### config.mk
export PLATFORM = sky130hd
export DESIGN_NAME = controller_fsm
export DESIGN_NICKNAME = d
export VERILOG_FILES = /design/src/rtl/proc_pkg.sv /design/src/rtl/timestep_counter.sv /design/src/rtl/controller_fsm.sv
export SDC_FILE = /design/constraint.sdc
export NUM_CORES = 1
export LEC_CHECK = 0
export ABC_AREA = 1
export BUFFER_PORTS_ARGS = -buffer_cell sky130_fd_sc_hd__buf_2
export CAP_MARGIN = 10
export CORE_UTILIZATION = 42
export DETAILED_ROUTE_END_ITERATION = 8
export PLACE_DENSITY_LB_ADDON = 0.15
export SETUP_SLACK_MARGIN = 0.2
export SYNTH_ARGS = -nofsm -noshare
export SYNTH_HDL_FRONTEND = slang
export SYNTH_HIERARCHICAL = 1
export SYNTH_SLANG_ARGS = --single-unit
### constraint.sdc
create_clock -name CLKb -period 1.6 [get_ports CLKb]
set_input_delay 0.16 -clock CLKb [delete_from_list [all_inputs] [get_ports CLKb]]
set_output_delay 0.16 -clock CLKb [all_outputs]
set_load 0.02 [all_outputs]
### src/rtl/proc_pkg.sv
// Shared definitions for the 10-bit processor: word/field widths, instruction
// field positions, the opcode and timestep enumerations, and a small decode
// helper. The controller, ALU and register file all import this package.
package proc_pkg;

  localparam int DATA_W = 10;
  localparam int RA_W   = 2;
  localparam int OP_W   = 4;

  // Instruction field positions: IR[9:8]=Rx, IR[7:6]=Ry, IR[5:4] reserved, IR[3:0]=opcode
  localparam int RX_HI = 9;
  localparam int RX_LO = 8;
  localparam int RY_HI = 7;
  localparam int RY_LO = 6;
  localparam int OP_HI = 3;
  localparam int OP_LO = 0;

  typedef enum logic [OP_W-1:0] {
    OP_LOAD = 4'b0000,
    OP_COPY = 4'b0001,
    OP_ADD  = 4'b0010,
    OP_SUB  = 4'b0011,
    OP_INV  = 4'b0100,
    OP_AND  = 4'b0101,
    OP_OR   = 4'b0110,
    OP_XOR  = 4'b0111
  } op_e;

  typedef enum logic [1:0] {
    T0 = 2'd0,
    T1 = 2'd1,
    T2 = 2'd2,
    T3 = 2'd3
  } tstep_e;

  // True for opcodes that take the three-step ALU path (ADD..XOR).
  // Opcodes 1000..1111 are illegal and never count as ALU ops.
  function automatic logic is_alu_op(input logic [OP_W-1:0] op);
    return (op >= 4'd2) && (op <= 4'd7);
  endfunction

endpackage

### src/rtl/timestep_counter.sv
// Two-bit T0..T3 timestep counter for the instruction sequencer.
// Ports:
//   clk     - clock, falling-edge active (shared with the register file)
//   clear   - synchronous clear to T0; wins over advance
//   advance - step to the next timestep
//   tstep   - current timestep (this is the sequencer's state register)
module timestep_counter
  import proc_pkg::*;
(
  input  logic   clk,
  input  logic   clear,
  input  logic   advance,
  output tstep_e tstep
);

  logic [1:0] count;

  always_ff @(negedge clk) begin
    if (clear) begin
      count <= 2'd0;
    end else if (advance) begin
      count <= count + 2'd1;
    end
  end

  assign tstep = tstep_e'(count);

endmodule

### src/rtl/controller_fsm.sv
// Instruction sequencer for the 10-bit processor. Latches one instruction
// word when Exec is seen in T0, then walks T1..T3 driving the register-file
// and ALU/bus controls for that instruction. Pulses Done on retirement.
//
// Handshake: Exec is a level request sampled only in T0 on the active
// (falling) edge; when sampled high, Instr is captured into IR in the same
// edge. Exec and Instr are ignored in T1..T3, so IR is stable for the whole
// instruction. Holding Exec high issues back-to-back instructions with one
// T0 cycle between them.
//
// Ports:
//   CLKb     - clock, falling-edge active
//   Rst      - synchronous active-high reset; aborts any instruction
//   Exec     - start request
//   Instr    - instruction word, captured on accepted Exec
//   IR       - latched instruction (debug/display)
//   ENW/WRA  - register-file write enable / address
//   ENR0/RDA0- read port 0 enable / address
//   ENR1/RDA1- read port 1 (reserved, held 0)
//   Ain/Gin  - load ALU A register / result register G
//   Gout/Ext - G or external word drives the bus
//   ALUcont  - ALU operation select
//   Done     - one-cycle retirement pulse
//   Busy     - high in T1..T3 (state observation)
module controller_fsm
  import proc_pkg::*;
(
  input  logic              CLKb,
  input  logic              Rst,
  input  logic              Exec,
  input  logic [DATA_W-1:0] Instr,
  output logic [DATA_W-1:0] IR,
  output logic              ENW,
  output logic [RA_W-1:0]   WRA,
  output logic              ENR0,
  output logic [RA_W-1:0]   RDA0,
  output logic              ENR1,
  output logic [RA_W-1:0]   RDA1,
  output logic              Ain,
  output logic              Gin,
  output logic              Gout,
  output logic              Ext,
  output logic [OP_W-1:0]   ALUcont,
  output logic              Done,
  output logic              Busy
);

  tstep_e            tstep;
  logic              clear;
  logic              advance;
  logic [DATA_W-1:0] ir_q;
  logic [RA_W-1:0]   rx;
  logic [RA_W-1:0]   ry;
  logic [OP_W-1:0]   opc;

  // State register: the timestep counter holds the FSM state.
  timestep_counter u_tstep (
    .clk     (CLKb),
    .clear   (clear),
    .advance (advance),
    .tstep   (tstep)
  );

  // Instruction register: loads only on an accepted Exec in T0.
  always_ff @(negedge CLKb) begin
    if (Rst) begin
      ir_q <= '0;
    end else if ((tstep == T0) && Exec) begin
      ir_q <= Instr;
    end
  end

  assign IR  = ir_q;
  assign rx  = ir_q[RX_HI:RX_LO];
  assign ry  = ir_q[RY_HI:RY_LO];
  assign opc = ir_q[OP_HI:OP_LO];

  // Read port 1 is reserved in this revision.
  assign ENR1 = 1'b0;
  assign RDA1 = '0;
  assign Busy = (tstep != T0);

  // Next-state control and output decode. Only one of ENR0/Gout/Ext is
  // ever set in a given timestep, so the bus never has two drivers.
  always_comb begin
    clear   = 1'b0;
    advance = 1'b0;
    ENW     = 1'b0;
    WRA     = '0;
    ENR0    = 1'b0;
    RDA0    = '0;
    Ain     = 1'b0;
    Gin     = 1'b0;
    Gout    = 1'b0;
    Ext     = 1'b0;
    ALUcont = '0;
    Done    = 1'b0;

    case (tstep)
      T0: begin
        advance = Exec;
      end
      T1: begin
        if (opc == OP_LOAD) begin
          Ext   = 1'b1;
          ENW   = 1'b1;
          WRA   = rx;
          Done  = 1'b1;
          clear = 1'b1;
        end else if (opc == OP_COPY) begin
          ENR0  = 1'b1;
          RDA0  = ry;
          ENW   = 1'b1;
          WRA   = rx;
          Done  = 1'b1;
          clear = 1'b1;
        end else if (is_alu_op(opc)) begin
          ENR0    = 1'b1;
          RDA0    = rx;
          Ain     = 1'b1;
          advance = 1'b1;
        end else begin
          // Illegal opcode retires as a NOP.
          Done  = 1'b1;
          clear = 1'b1;
        end
      end
      T2: begin
        ENR0    = 1'b1;
        RDA0    = ry;
        Gin     = 1'b1;
        ALUcont = opc;
        advance = 1'b1;
      end
      T3: begin
        Gout  = 1'b1;
        ENW   = 1'b1;
        WRA   = rx;
        Done  = 1'b1;
        clear = 1'b1;
      end
      default: begin
        clear = 1'b1;
      end
    endcase

    // Reset aborts mid-instruction; the counter drops straight to T0.
    if (Rst) begin
      clear = 1'b1;
    end
  end

endmodule

==> results.sh, run 1 <==
export IMPL_status="stopped before the end"
export IMPL_stop_stage="clock tree synthesis"
export IMPL_first_error="[ERROR DPL-0038] Utilization greater than 100%, impossible to legalize"
export IMPL_die_w_um=43.4
export IMPL_syn_area_per_cell_sq_um=6.42
export IMPL_synth_top_area_cell="dfxtp_1"
export IMPL_htreeDepth=1
export IMPL_yosysWarnings=6
export IMPL_cts_resized=89
export IMPL_hpwl_um=1490
export IMPL_root_buffer="clkbuf_4"
export IMPL_ys_types=16
export IMPL_initial_core_util=0.461
export IMPL_postCtsSetupRepairBufs=7
export IMPL_clkSinkCount=12
export IMPL_holdBufCountCts=0
export IMPL_gp_congestion=0.783
export IMPL_netlist_top_cells_area="dfxtp_1, inv_1, nand2_1"
export IMPL_ios=42
export IMPL_portBuffers=38
export IMPL_netlist_area_leader_share=0.334
export IMPL_numCtsBuffers=3
export IMPL_clk_path_buf_depth=2
export IMPL_ys_seq_elements=12
export IMPL_rows=14
export IMPL_seq_area_frac_synth=0.334
export IMPL_die_y_um=43.4
export IMPL_synth_cells=112
export IMPL_synth_area_sq_um=719
-- per-stage QoR --
stage                     cells  TNS [ns]  worst slack (ns)  cell area, sq um
after detailed placement    186     -6.44            -0.441              1180
after floorplan             114     -3.46            -0.385               843
after global placement      186     -5.95            -0.423              1180
-- logic make-up after synthesis --
family / synth area share
adder cells (fa/ha/maj): 0.0696
AND/OR/NAND/NOR: 0.271
AO/OA/AOI/OAI: 0.148
buffers and inverters: 0.172
flip-flops: 0.334
other: 0.00521
-- Yosys cell counts, drive strengths merged --
| library cell | n |
|---|---|
| inv | 24 |
| nand2 | 19 |
| nor2 | 17 |
| dfxtp | 12 |
| o21ai | 11 |
| a21oi | 9 |
| nand3 | 9 |
| buf | 4 |
| ha | 4 |
| a31oi | 1 |
| clkbuf | 1 |
| conb | 1 |
==> run 2, diff against run 1 <==
Settings changed: CORE_AREA set to 2 2 63 65, CORE_UTILIZATION 42 to unset, DIE_AREA set to 0 0 65 67, SETUP_SLACK_MARGIN 0.2 to unset.
==> run 2 against run 1 <==
The flow now finishes, with violations (setup timing). Synthesized cell count unchanged. Area after synthesis unchanged.
==> results.sh, run 2 <==
export IMPL_status="finished with violations"
export IMPL_violations="setup timing"
export IMPL_clkSinkCount=12
export IMPL_start_kind="register"
export IMPL_grt_usage=0.122
export IMPL_synth_edff_count=0
export IMPL_finalClockSkew_ns=0.00622
export IMPL_synth_cells=112
export IMPL_rsz0062_at_grt="yes"
export IMPL_ios=42
export IMPL_comb_power_share=0.653
export IMPL_leakage_nw=0.901
export IMPL_arrival_ns=2.12
export IMPL_initial_core_util=0.200
export IMPL_synth_area_sq_um=719
export IMPL_crit_family="flip-flops"
export IMPL_numCtsBuffers=3
export IMPL_internal_power_mw=1.53
export IMPL_clkPwrFrac=0.146
export IMPL_detail_route_wl_per_cell_um=10.1
export IMPL_crit_start="u_tstep/tstep[1]"
export IMPL_vias=978
export IMPL_cp_required_ns=1.44
export IMPL_critical_path_endpoint_type="output pin"
export IMPL_yosysWarnings=6
export IMPL_yosysMostFrequentCell="inv_1"
export IMPL_finalWorstSetupSlack_ns=-0.679
export IMPL_seq_area_frac_synth=0.334
export IMPL_ys_types=16
export IMPL_netlist_area_leader_share=0.334
export IMPL_crit_slowest_cell="dfxtp_4"
export IMPL_slew_viol_final=0
export IMPL_netlist_top_cells_area="dfxtp_1, inv_1, nand2_1"
export IMPL_routed_wl_um=2450
export IMPL_die_area_sq_um=4360
export IMPL_area_delta_synth_final_pct=141
export IMPL_postRouteAntennaNets=0
export IMPL_pre_cts_slack_ns=-0.450
export IMPL_portBuffers=38
export IMPL_finalHoldViolations=0
export IMPL_final_cell_mix="buf_6, buf_4, inv_1"
export IMPL_rows=22
export IMPL_syn_area_per_cell_sq_um=6.42
export IMPL_sw_frac_of_total=0.449
export IMPL_ys_top_cells_by_count="inv_1, nand2_1, nor2_1"
export IMPL_totalPowerFinal_mw=2.77
export IMPL_hpwl_um=1790
export IMPL_fin_nets=211
export IMPL_switchingPower_mw=1.24
export IMPL_cpPeakStageDelay_ns=0.36
export IMPL_antenna_found_initial=0
export IMPL_layout_drive_gt1_share=0.684
export IMPL_dr_pass1_iters=3
export IMPL_core_area_sq_um=3610
export IMPL_synthFlopType="dfxtp_1"
export IMPL_reg2reg_from="u_tstep/tstep[1]"
export IMPL_path_class="register to output pin"
export IMPL_synth_top_area_cell="dfxtp_1"
export IMPL_grt_pass1_vias=1031
export IMPL_cts_tree="built"
export IMPL_critical_path_peak_fanout=6
export IMPL_power_density_nw_per_um2=1600
export IMPL_cts_clk_slew_worst_paths_ns=0.03
export IMPL_drc=0
export IMPL_path_buf_inv=3
export IMPL_grt_remaining_overflow=0
export IMPL_clkLatencyLatePin_ns=0.32
export IMPL_finalSetupViolCount=26
export IMPL_grt_max_degree=18
export IMPL_ys_seq_elements=12
export IMPL_die_w_um=65
export IMPL_finalSetupTns_ns=-12.29
export IMPL_avgViaCountPerCell=4.06
export IMPL_whs_ns=0.484
export IMPL_hold_path_class="register to register"
export IMPL_async_flop_share=0
export IMPL_clk_path_buf_depth=2
export IMPL_gp_congestion=0.681
export IMPL_first_iter_violations=10
export IMPL_ir_drop_mv=0.844
export IMPL_grt_first_pass_wirelength_um=4070
export IMPL_die_y_um=67
export IMPL_final_common_cell="buf_6"
export IMPL_seqPwrFrac=0.200
export IMPL_diodes=0
export IMPL_drv_cap=0
export IMPL_largest_reg_flops=10
export IMPL_htreeDepth=1
export IMPL_crit_chain="inv_4 -> ha_4 -> nand2_4 -> nand2_4 -> inv_4 -> nor2_4 -> buf_6"
export IMPL_root_buffer="clkbuf_8"
export IMPL_min_from="IR[5]"
run 2: repair_timing:
item,4_1_cts,5_1_grt
setup endpoints to repair,26,30
pin swaps,7,15
buffers inserted,10,9
resized for setup,85,23
hold buffers,0,0
run 2: stage by stage:
| step | instances | utilization | instance area, sq um |
|---|---|---|---|
| floorplan | 114 | - | 820 |
| global placement | 218 | 0.339 | 1220 |
| detailed placement | 218 | 0.339 | 1220 |
| CTS | 240 | 0.457 | 1650 |
| global route | 241 | 0.480 | 1730 |
| finish | 241 | 0.480 | 1730 |
run 2: cells by family (layout without fill, tap and decap cells):
kind of cell               count (synthesis)  after routing  share of synthesized area
buffers and inverters                     29            108                      0.172
other                                      1              3                    0.00521
and+or+nand+nor                           45             45                      0.271
AOI/OAI and AO/OA                         21             21                      0.148
DFF                                       12             12                      0.334
adders and majority gates                  4              4                     0.0696
run 2: layer usage:
metal / up-vias / wire, um / track usage
met2: 37 / 1130 / 0.196
met5: - / 0 / 0
met1: 433 / 1090 / 0.143
met3: 7 / 163 / 0.0338
li1: 501 / - / -
met4: 0 / 61 / 0.0745
run 2: layout make-up:
type / count / area [sq um]
repair buffers: 70 / 641
flip-flops and latches: 12 / 268
clock inverters: 13 / 50.0
clock buffers: 3 / 41.3
fillers: 368 / 1880
multi-input cells: 73 / 573
well taps: 48 / 60.1
inverters: 22 / 97.6
run 2: power groups by stage:
stage,Sequential [mW],Clock (mW),Combinational (mW)
5_1_grt,0.568,0.461,1.97
3_3_place_gp,0.512,0.0539,1.23
3_5_place_dp,0.515,0.0539,1.23
6_report,0.555,0.405,1.81
4_1_cts,0.548,0.431,1.67
2_1_floorplan,0.602,0.0539,0.668
run 2: worst register-to-register path, delay by kind of cell (launching register included):
kind / cells / cell delay (ns)
AOI/OAI and AO/OA: 1 / 0.19
buffers and inverters: 4 / 0.40
DFF: 1 / 0.37
and+or+nand+nor: 3 / 0.21
adders and majority gates: 1 / 0.17
run 2: path summary, 6_finish.rpt:
path,slack (ns),depth (start not counted),endpoint
worst max-delay path,-0.68,7,WRA[1]
worst min-delay path,0.48,2,IR[5]
worst max register to register,0.14,9,u_tstep/tstep[1]
worst min register to register,0.48,2,IR[5]
Note: power is estimated with default switching activity, not from simulation.
==> run 3, diff against run 2 <==
Settings changed: PLACE_DENSITY_LB_ADDON 0.15 to unset.
==> run 3 against run 2 <==
The run still ends with setup timing left. Sequential share of layout area up 0.11 points. Register-to-register slack better by 0.04 ns. Core utilization up 0.10 points. Sequential cell count unchanged. Setup slack worse by 0.020 ns. Clock power up 2%. Critical path type unchanged. Largest cell class unchanged. Largest power group unchanged.
==> results.sh, run 3 (synthesis results as in run 2) <==
export IMPL_ir_drop_mv=0.648
export IMPL_antenna_found_initial=0
export IMPL_area_delta_synth_final_pct=141
export IMPL_min_path_cells=2
export IMPL_slew_viol_final=0
export IMPL_clkLatencyLatePin_ns=0.32
export IMPL_dr_pass1_iters=4
export IMPL_hpwl_um=1770
export IMPL_die_area_sq_um=4360
export IMPL_diodes=0
export IMPL_avgViaCountPerCell=4.00
export IMPL_pre_cts_slack_ns=-0.445
export IMPL_initial_core_util=0.200
export IMPL_critical_path_peak_fanout=6
export IMPL_largest_reg_flops=10
export IMPL_ios=42
export IMPL_finalHoldViolations=0
export IMPL_fin_area_sq_um=1730
export IMPL_regArea_sq_um=270
export IMPL_portBuffers=38
export IMPL_arrival_ns=2.14
export IMPL_detail_route_wl_per_cell_um=10.6
export IMPL_gp_congestion=0.728
export IMPL_finalSetupViolCount=26
export IMPL_status="finished with violations"
export IMPL_multi_input_area_sq_um=573
export IMPL_finalClockSkew_ns=0.00948
export IMPL_drc=0
export IMPL_r2r_cells=9
export IMPL_numCtsBuffers=3
export IMPL_finalWorstSetupSlack_ns=-0.699
export IMPL_clk_path_buf_depth=2
export IMPL_cp_required_ns=1.44
export IMPL_path_class="register to output pin"
export IMPL_rsz0062_at_grt="yes"
export IMPL_grt_max_degree=18
export IMPL_violations="setup timing"
export IMPL_power_density_nw_per_um2=1630
export IMPL_dpl_cell_area_sq_um=1240
export IMPL_grt_usage=0.127
export IMPL_fin_nets=209
export IMPL_rows=22
export IMPL_postRouteAntennaNets=0
export IMPL_layout_drive_gt1_share=0.675
export IMPL_drv_cap=0
export IMPL_cts_clk_slew_worst_paths_ns=0.03
export IMPL_fillers=346
export IMPL_leakage_nw=0.897
export IMPL_final_util=0.481
export IMPL_holdBufCountCts=0
export IMPL_final_cell_mix="buf_6, inv_1, buf_4"
export IMPL_critical_path_endpoint_type="output pin"
export IMPL_die_y_um=67
export IMPL_clkSinkCount=12
export IMPL_routed_wl_um=2530
export IMPL_core_area_sq_um=3610
export IMPL_start_kind="register"
export IMPL_grt_pass1_vias=990
export IMPL_root_buffer="clkbuf_8"
export IMPL_vias=956
export IMPL_grt_first_pass_wirelength_um=4200
export IMPL_finalSetupTns_ns=-12.23
export IMPL_die_w_um=65
export IMPL_first_iter_violations=3
export IMPL_htreeDepth=1
export IMPL_final_common_cell="buf_6"
export IMPL_cts_tree="built"
export IMPL_hold_path_class="register to register"
export IMPL_grt_remaining_overflow=0
==> run 3: path summary, 6_finish.rpt <==
check,startpoint,endpoint,slack [ns]
hold / removal,IR[4],IR[4],0.48
setup / recovery,u_tstep/tstep[1],Ext,-0.70
setup reg to reg,u_tstep/tstep[1],u_tstep/tstep[1],0.18
hold reg to reg,IR[4],IR[4],0.48
==> run 3: metrics by stage <==
stage	cells	total power, mW	hold WS [ns]
2_1_floorplan	114	1.32	0.504
3_3_place_gp	220	1.81	0.461
3_5_place_dp	220	1.82	0.471
4_1_cts	237	2.60	0.484
5_1_grt	239	3.05	0.535
6_report	239	2.83	0.479
==> run 3: cell type report <==
cell class | instances | share of cell area
timing repair buffer | 68 | 0.370
multi-input combinational | 73 | 0.330
sequential | 12 | 0.156
inverter | 22 | 0.0563
tap | 48 | 0.0346
clock inverter | 13 | 0.0289
clock buffer | 3 | 0.0238
==> run 3: metal layers <==
layer | track usage | share of wire
met1 | 0.144 | 0.42
met2 | 0.209 | 0.51
met3 | 0.0321 | 0.058
met4 | 0.0878 | 0.015
met5 | 0 | 0
==> run 3: power by group <==
part / internal (mW) / switching (mW) / leakage [nW]
Clock: 0.211 / 0.201 / 0.0856
Combinational: 0.926 / 0.943 / 0.706
Sequential: 0.425 / 0.124 / 0.105
Total: 1.56 / 1.27 / 0.897
==> run 3: what timing repair did <==
| action | in CTS | in global routing |
|---|---|---|
| endpoints found under the setup margin | 26 | 28 |
| buffers inserted | 4 | 3 |
| resized for setup | 83 | 26 |
| pin swaps | 10 | 6 |
==> run 3: worst max-delay path, stage by stage, from the launching register on <==
cell	delay [ns]
dfxtp_4	0.35
inv_4	0.07
ha_4	0.21
nand2_4	0.08
buf_6	0.12
nor2_4	0.08
buf_6	0.12
